`src/rtl/mmu_pkg.sv`:
```
// Shared types and widths for the mmu command sequencer.
package mmu_pkg;

  localparam int unsigned ELEM_W = 8;
  localparam int unsigned ACC_W  = 32;

  typedef enum logic [3:0] {
    IDLE,
    W_PUSH,
    W_LOAD,
    W_WAIT,
    SWAP,
    D_PUSH,
    RUN,
    M_WAIT,
    POP,
    CAP,
    ERR
  } seq_state_t;

endpackage

```
`src/rtl/seq_timeout.sv`:
```
// Stall-cycle counter: clears on demand, counts enabled cycles, flags the TIMEOUT-th one.
module seq_timeout #(
  parameter int unsigned TIMEOUT = 1024,
  parameter int unsigned TW      = $clog2(TIMEOUT + 1)
) (
  input  logic clk,
  input  logic rst,
  input  logic clr,
  input  logic en,
  output logic expired
);

  logic [TW-1:0] cnt_q;

  always_ff @(posedge clk) begin
    if (rst || clr) begin
      cnt_q <= '0;
    end else if (en) begin
      cnt_q <= cnt_q + TW'(1);
    end
  end

  // Asserted during the stalled cycle that would bring the count to TIMEOUT.
  assign expired = en && (cnt_q == TW'(TIMEOUT - 1));

endmodule

```
`src/rtl/mmu_seq.sv`:
```
// Job-level sequencer driving the mmu weight/data/run/pop handshake chain.
module mmu_seq
  import mmu_pkg::*;
#(
  parameter int unsigned SIZE    = 2,
  parameter int unsigned TIMEOUT = 1024,
  parameter int unsigned TW      = $clog2(TIMEOUT + 1)
) (
  input  logic                         clk,
  input  logic                         rst,
  input  logic                         cmd_valid,
  output logic                         cmd_ready,
  input  logic                         cmd_reuse_w,
  input  logic [SIZE*SIZE*ELEM_W-1:0]  cmd_weight,
  input  logic [SIZE*SIZE*ELEM_W-1:0]  cmd_data,
  output logic                         res_valid,
  input  logic                         res_ready,
  output logic [SIZE*SIZE*ACC_W-1:0]   res_acc,
  output logic                         err,
  input  logic                         new_weight_rdy,
  input  logic                         weight_ld_rdy,
  input  logic                         weight_ld_done,
  input  logic                         data_in_rdy,
  input  logic                         mult_rdy,
  input  logic                         mult_done,
  input  logic                         acc_out_rdy,
  output logic                         new_weight_push,
  output logic                         weight_ld_start,
  output logic                         weight_swap,
  output logic                         data_in_push,
  output logic                         mult_run,
  output logic                         acc_out_pop,
  output logic [SIZE*SIZE*ELEM_W-1:0]  new_weight_in,
  output logic [SIZE*SIZE*ELEM_W-1:0]  data_in,
  input  logic [SIZE*SIZE*ACC_W-1:0]   acc_out
);

  seq_state_t state_q, state_d;

  logic [SIZE*SIZE*ELEM_W-1:0] weight_q, data_q;
  logic [SIZE*SIZE*ACC_W-1:0]  res_acc_q;
  logic                        res_valid_q, err_q, wvalid_q;
  logic push_q, ld_q, swap_q, dpush_q, run_q, pop_q;
  logic push_d, ld_d, swap_d, dpush_d, run_d, pop_d;
  logic accept, cap, tmo_en, tmo_clr, tmo_exp;

  assign cmd_ready = !rst && (state_q == IDLE) && !res_valid_q && !err_q;
  assign accept    = cmd_valid && cmd_ready;

  always_comb begin
    state_d = state_q;
    push_d  = 1'b0;
    ld_d    = 1'b0;
    swap_d  = 1'b0;
    dpush_d = 1'b0;
    run_d   = 1'b0;
    pop_d   = 1'b0;
    cap     = 1'b0;
    tmo_en  = 1'b0;
    case (state_q)
      IDLE: begin
        // Reuse only makes sense once some job has installed weights.
        if (accept) state_d = (cmd_reuse_w && wvalid_q) ? D_PUSH : W_PUSH;
      end
      W_PUSH: begin
        tmo_en = !new_weight_rdy;
        if (new_weight_rdy) begin
          push_d  = 1'b1;
          state_d = W_LOAD;
        end
      end
      W_LOAD: begin
        tmo_en = !weight_ld_rdy;
        if (weight_ld_rdy) begin
          ld_d    = 1'b1;
          state_d = W_WAIT;
        end
      end
      W_WAIT: begin
        tmo_en = !weight_ld_done;
        if (weight_ld_done) state_d = SWAP;
      end
      SWAP: begin
        swap_d  = 1'b1;
        state_d = D_PUSH;
      end
      D_PUSH: begin
        tmo_en = !data_in_rdy;
        if (data_in_rdy) begin
          dpush_d = 1'b1;
          state_d = RUN;
        end
      end
      RUN: begin
        tmo_en = !(mult_rdy && !mult_done);
        if (mult_rdy && !mult_done) begin
          run_d   = 1'b1;
          state_d = M_WAIT;
        end
      end
      M_WAIT: begin
        tmo_en = !mult_done;
        if (mult_done) state_d = POP;
      end
      POP: begin
        tmo_en = !acc_out_rdy;
        if (acc_out_rdy) begin
          pop_d   = 1'b1;
          state_d = CAP;
        end
      end
      CAP: begin
        cap     = 1'b1;
        state_d = IDLE;
      end
      default: state_d = ERR;
    endcase
    if (tmo_exp) state_d = ERR;
    tmo_clr = (state_d != state_q);
  end

  seq_timeout #(
    .TIMEOUT (TIMEOUT),
    .TW      (TW)
  ) u_timeout (
    .clk     (clk),
    .rst     (rst),
    .clr     (tmo_clr),
    .en      (tmo_en),
    .expired (tmo_exp)
  );

  always_ff @(posedge clk) begin
    if (rst) begin
      state_q     <= IDLE;
      weight_q    <= '0;
      data_q      <= '0;
      res_acc_q   <= '0;
      res_valid_q <= 1'b0;
      err_q       <= 1'b0;
      wvalid_q    <= 1'b0;
      push_q      <= 1'b0;
      ld_q        <= 1'b0;
      swap_q      <= 1'b0;
      dpush_q     <= 1'b0;
      run_q       <= 1'b0;
      pop_q       <= 1'b0;
    end else begin
      state_q <= state_d;
      push_q  <= push_d;
      ld_q    <= ld_d;
      swap_q  <= swap_d;
      dpush_q <= dpush_d;
      run_q   <= run_d;
      pop_q   <= pop_d;
      err_q   <= err_q || tmo_exp;
      if (accept) begin
        weight_q <= cmd_weight;
        data_q   <= cmd_data;
      end
      if (state_q == SWAP) wvalid_q <= 1'b1;
      if (cap) begin
        res_acc_q   <= acc_out;
        res_valid_q <= 1'b1;
      end else if (res_valid_q && res_ready) begin
        res_valid_q <= 1'b0;
      end
    end
  end

  assign res_valid       = res_valid_q;
  assign res_acc         = res_acc_q;
  assign err             = err_q;
  assign new_weight_push = push_q;
  assign weight_ld_start = ld_q;
  assign weight_swap     = swap_q;
  assign data_in_push    = dpush_q;
  assign mult_run        = run_q;
  assign acc_out_pop     = pop_q;
  assign new_weight_in   = weight_q;
  assign data_in         = data_q;

endmodule

```
`config.mk`:
```
export PLATFORM = sky130hd
export DESIGN_NAME = mmu_seq
export DESIGN_NICKNAME = d
export VERILOG_FILES = /design/src/rtl/mmu_pkg.sv /design/src/rtl/seq_timeout.sv /design/src/rtl/mmu_seq.sv
export SDC_FILE = /design/constraint.sdc
export NUM_CORES = 1
export LEC_CHECK = 0
export CORE_AREA = 2 2 156 158
export CTS_BUF_LIST = sky130_fd_sc_hd__clkbuf_4 sky130_fd_sc_hd__clkbuf_8 sky130_fd_sc_hd__clkbuf_16
export CTS_CLUSTER_SIZE = 40
export DETAILED_ROUTE_END_ITERATION = 8
export DIE_AREA = 0 0 158 160
export PLACE_DENSITY = 0.75
export SYNTH_ARGS = -nofsm -noshare
export SYNTH_HDL_FRONTEND = slang
export SYNTH_SLANG_ARGS = --single-unit
```
`constraint.sdc`:
```
create_clock -name clk -period 2.9 [get_ports clk]
set_clock_uncertainty 0.2 [all_clocks]
set_input_delay 0.87 -clock clk [delete_from_list [all_inputs] [get_ports clk]]
set_output_delay 0.87 -clock clk [all_outputs]
set_load 0.02 [all_outputs]
```
**Word level (Yosys, flattened, before mapping)**

Index checks and enable logic that the tools add are counted.

- Register bits: 216
- Bits of input ports: 204

- Add/subtract/negate cells: 1
- Equality and inequality tests: 11
- Muxes and demuxes: 21
- Bitwise logic cells: 5
- Reduce and logical (&&, ||, !) cells: 27

Operators by type and width:

| kind | number |
|---|---|
| $pmux 4 s10 | 1 |
| $mux 4 | 9 |
| $eq 4x3->1 const B | 4 |
| $add 11x1->11 const B | 1 |
| $eq 11x10->1 const B | 1 |
| $logic_not 1->1 | 10 |
| $reduce_or 2->1 | 5 |
| $mux 1 | 9 |
| $eq 4x2->1 const B | 2 |
| $eq 4x4->1 const B | 2 |
| $logic_and 1x1->1 | 8 |
| $pmux 1 s7 | 1 |
| $not 1->1 | 5 |
| $eq 4x1->1 const B | 1 |
| $logic_not 4->1 | 1 |
| $ne 4x4->1 | 1 |
| $mux 3 | 1 |
| $logic_or 1x1->1 | 2 |
| $reduce_bool 2->1 | 1 |

**Logic depth before layout (Yosys ltp)**

- Depth in word-level cells: 10
- Depth in mapped cells: 9
- Gate-level depth less buffers: 7

**Modules after synthesis**

A second synthesis with hierarchy kept.

- Cells, all modules: 985
- Area, all modules: 7838.8 µm²

Modules (own cells, without submodules):

| module | times used | cells each | area each (µm²) | seq. area each (µm²) |
|---|---|---|---|---|
| mmu_seq | 1 | 927 | 7315.8 | 4103.9 |
| seq_timeout | 1 | 58 | 523.0 | 220.2 |

**Least setup slack after synthesis**

Ideal clock, no wire load.

- Path type: input to register
- From: in rst
- To: reg u_timeout.cnt_q[1]
- Setup time: 0.062 ns
- Data arrival time: 2.357 ns
- Data required time: 2.638 ns
- Setup slack: 0.281 ns
- Stages: 9
- Buffers on the path: 2
- Cells stage by stage: clkbuf_1 > nor3_4 > nand3_2 > o22a_4 > a2111oi_4 > o21a_1 > nand3_2 > buf_6 > nor2_2

- Word-level cells in the longest chain between the ends: 10

RTL lines:

| element | line | text |
|---|---|---|
| start, declared | mmu_seq.sv:10 | `input logic rst,` |
| $logic_not 1->1 | mmu_seq.sv:47 | `assign cmd_ready = !rst && (state_q == IDLE) && !res_valid_q && !err_q;` |
| $logic_and 1x1->1 (3 in a row) | mmu_seq.sv:47 |  |
| $logic_and 1x1->1 | mmu_seq.sv:48 | `assign accept = cmd_valid && cmd_ready;` |
| $mux 4 | mmu_seq.sv:63 | `if (accept) state_d = (cmd_reuse_w && wvalid_q) ? D_PUSH : W_PUSH;` |
| $pmux 4 s10 | mmu_seq.sv:60 | `case (state_q)` |
| $mux 4 | mmu_seq.sv:118 | `if (tmo_exp) state_d = ERR;` |
| $ne 4x4->1 | mmu_seq.sv:119 | `tmo_clr = (state_d != state_q);` |
| $logic_or 1x1->1 (*) | seq_timeout.sv:16 | `if (rst \|\| clr) begin` |
| end signal, assigned | seq_timeout.sv:19 | `cnt_q <= cnt_q + TW'(1);` |
| end, declared | seq_timeout.sv:13 | `logic [TW-1:0] cnt_q;` |

Mark *: on every way between the ends. The rest lies on a longest branch, timed or not.
A chain may end at the register's enable or synchronous reset.

**Final worst setup path**

- From: reg res_valid_q, in the netlist res_valid
- To: out cmd_ready

- Word-level cells in the longest chain between the ends: 3

RTL lines:

| element | line | text |
|---|---|---|
| start, declared | mmu_seq.sv:42 | `logic res_valid_q, err_q, wvalid_q;` |
| start signal, assigned | mmu_seq.sv:139 | `res_valid_q <= 1'b0;` |
| start signal, assigned | mmu_seq.sv:164 | `res_valid_q <= 1'b1;` |
| start signal, assigned | mmu_seq.sv:166 | `res_valid_q <= 1'b0;` |
| $logic_not 1->1 | mmu_seq.sv:47 |  |
| $logic_and 1x1->1 (2 in a row) | mmu_seq.sv:47 |  |
| end, declared | mmu_seq.sv:12 | `output logic cmd_ready,` |

No other way between the ends.

==> run_results.csv <==
group,metric,value,unit
pwr,power.total,6.81,mW
timing,finalSetupViolCount,0,
critical_path,crit_chain,"nor4_4 -> and2_1 -> dlygate4sd2_1",
worst_hold_path,whs_path_depth,2,
clock_tree,cts.path.max_buffers,3,
detailed_routing,drc,0,
detailed_routing,firstDrtPassIters,4,
grt,grt.overflow.total,0,
critical_path,rr_startpoint,"state_q[0]$_SDFF_PP0_",
floorplanning,die-area,25300,sq um
worst_hold_path,min_from,"res_acc[86]$_SDFFE_PP0P_",
synth,syn_inst,986,
critical_path,critPathBufInv,1,
grt,grt_use_total,18.8,%
detailed_routing,postRouteAntennaNets,0,
timing,fin_crit,2780,ps
timing,holdWs,251,ps
final_layout,syn_to_final_growth,67.3,%
pwr,ir_worst_vdd,0.000417,V
synth,ys.flop_type,"dfxtp_1",
timing,hold_viol_final,0,
floorplanning,fp.dieW,158,microns
critical_path,worst_ep_required_time,1830,ps
final_layout,insertedDiodeCount,0,
floorplanning,core-area,23800,sq um
synth,synth_area,7790,sq um
timing,tightestPinTransition,918,ps
floorplanning,io_pins,405,
flow_run,max_cap_violations,0,
floorplanning,initial_utilization,32.7,%
synth,synth_cell_types,42,
synth,async_reset_ff_share,0,%
critical_path,cp_max_fo,3,
critical_path,timing_worst_setup_path_type,"register to output pin",
detailed_routing,totalWireLength,25000,microns
synth,syn_nets,1191,
placed_design,dp_hpwl,17400,microns
synth,synth_seq_cells,216,
timing,fin_crit_sh,95.9,%
synth,synth_area_leaders,"dfxtp_1, nand2_1, a21oi_1",
clock_tree,cts.reportedPaths.clkPinSlew,60,ps
timing,rsz0062_at_grt,"no",
floorplanning,rows,57,
clock_tree,cts_root_buf,"clkbuf_16",
grt,grt_max_degree,204,
grt,antenna_found_initial,2,
detailed_routing,drtIter0Drc,384,
detailed_routing,wl_per_cell,14.6,microns
outcome,status,"finished, final reports clean",
timing,maxSlewViolCount,0,
critical_path,cp-end-kind,"output pin",
timing,relSlewSlack,38.8,%
grt,grt_pass1_wl,38600,microns
critical_path,rr_endpoint,"u_timeout.cnt_q[0]$_SDFFE_PP0P_",
clock_tree,clock_sinks,216,
worst_hold_path,hp-class,"register to register",
clock_tree,cts_tree,"built",
synth,ys_seq_area_share,55.5,%
critical_path,r2r_slack,540,ps
floorplanning,dieHeight,160,microns
critical_path,crit_family,"simple AND/OR/NAND/NOR gates",
synth,syn_area_per_cell,7.90,sq um
synth,yosysTopAreaCell,"dfxtp_1",
critical_path,cp.arrival,1710,ps
detailed_routing,viasPerCell,4.62,
critical_path,crit_path_max_incr_delay,360,ps
clock_tree,cts_buffers,24,
critical_path,rr_worst_depth,8,
placed_design,gp_congestion,0.822,
synth,yosys-top-cells-count,"nand2_1, dfxtp_1, a21oi_1, clkbuf_1, nor2_1",
clock_tree,h-tree-depth,1,
critical_path,setup.worst_path.start_class,"register",
placed_design,portBuffers,404,
final_layout,nets,1572,
timing,fmax,360,MHz
detailed_routing,vias,7891,
pwr,leakage,4.50,nW
synth,yosys_warnings,0,
grt,grt_pass1_vias,7701,
clock_tree,clk_latency,520,ps
synth,yosysTopAreaCellShare,55.5,%
worst_hold_path,min_to,"res_acc[86]$_SDFFE_PP0P_",
final_layout,drive_above_1_share,6.22,%
synth,synth.most_common_cell,"nand2_1",
pwr,powerDensity,522,nW/um^2
critical_path,critPathSlowestCell,"dfxtp_1",
synth,synth_edf_count,0,
[kinds of logic (layout without fill, tap and decap cells)]
kind of cell               after synthesis  in the layout  synth area share (%)
adders and majority gates                1              1                 0.161
DFF                                    216            216                  55.5
and+or+nand+nor                        468            468                  24.7
muxes                                    1              1                 0.128
buffers and inverters                   76            473                  3.84
xor gates and xnor gates                10             10                  1.12
AOI/OAI and AO/OA                      214            214                  14.6
[placed cells by master, fill, tap and decap left out, types with 6 or more instances in the layout]
| cell | n |
|---|---|
| buf_4 | 16 |
| dfxtp_1 | 216 |
| clkbuf_16 | 24 |
| a21oi_1 | 199 |
| buf_12 | 7 |
| nand2_1 | 398 |
| clkdlybuf4s50_1 | 402 |
| nand3_1 | 6 |
| xor2_1 | 9 |
| clkbuf_4 | 8 |
| nor2_2 | 10 |
| nor2_1 | 18 |
[cell type report]
class,count,area (sq um)
Fill cell,2212,10800
Sequential cell,216,4320
Timing Repair Buffer,427,4300
Multi-Input combinational cell,694,3190
Clock buffer,35,702
Tap cell,324,405
Clock inverter,7,98.8
Inverter,4,15.0
[tightest hold or removal path: cells and delay by family, from the launching register on]
family | cells | cell delay, ps
AOI/OAI and AO/OA | 1 | 50
DFF | 1 | 300
and+or+nand+nor | 1 | 50
[registers in the layout (all words and copies together) (netlist names)]
name             count
data_in_push         1
res_acc            128
acc_out_pop          1
wvalid_q             1
state_q              4
weight_ld_start      1
data_in             32
err                  1
new_weight_in       32
new_weight_push      1
mult_run             1
res_valid            1
weight_swap          1
u_timeout.cnt_q     11
[metal layers]
metal	global-route usage [%]	up-vias	routed length, microns
li1	-	3951	-
met1	19.9	3589	9190
met2	34.0	307	12300
met3	7.46	44	2790
met4	5.53	0	638
met5	0	-	0
[repair_timing]
item                                    4_1_cts  5_1_grt
endpoints found under the setup margin        1        0
hold buffers                                  0        0
gates resized for setup                       1        0
hold endpoints to repair                      0        0
setup buffers                                 0        0
[where the power goes]
group / total [mW] / internal (mW) / switching (mW)
clock: 3.06 / 1.86 / 1.20
combinational: 0.703 / 0.405 / 0.298
sequential: 3.05 / 3.02 / 0.0271
total: 6.81 / 5.28 / 1.53
[stage by stage]
stage	instances	worst slack (ps)	cell area, sq um	utilization (%)	setup TNS (ps)
4_1_cts	1707	81.4	13000	54.7	0
6_report	1707	120	13000	54.7	0
3_5_place_dp	1665	-173	12200	51.4	-1820
5_1_grt	1707	12.5	13000	54.7	0
2_1_floorplan	986	281	7790	-	0
3_3_place_gp	1665	-126	12200	51.4	-1260
[how the worst max path moves through the flow]
stage | start | endpoint | cells past startpoint
finish | res_valid$_SDFFE_PP0P_ | cmd_ready | 3
CTS | res_valid$_SDFFE_PP0P_ | cmd_ready | 3
floorplan | rst | u_timeout.cnt_q[1]$_SDFFE_PP0P_ | 9
detailed placement | weight_ld_done | u_timeout.cnt_q[10]$_SDFFE_PP0P_ | 9
global placement | weight_ld_done | u_timeout.cnt_q[10]$_SDFFE_PP0P_ | 9
global route | res_valid$_SDFFE_PP0P_ | cmd_ready | 3
Note: power is estimated with default switching activity, not from simulation.
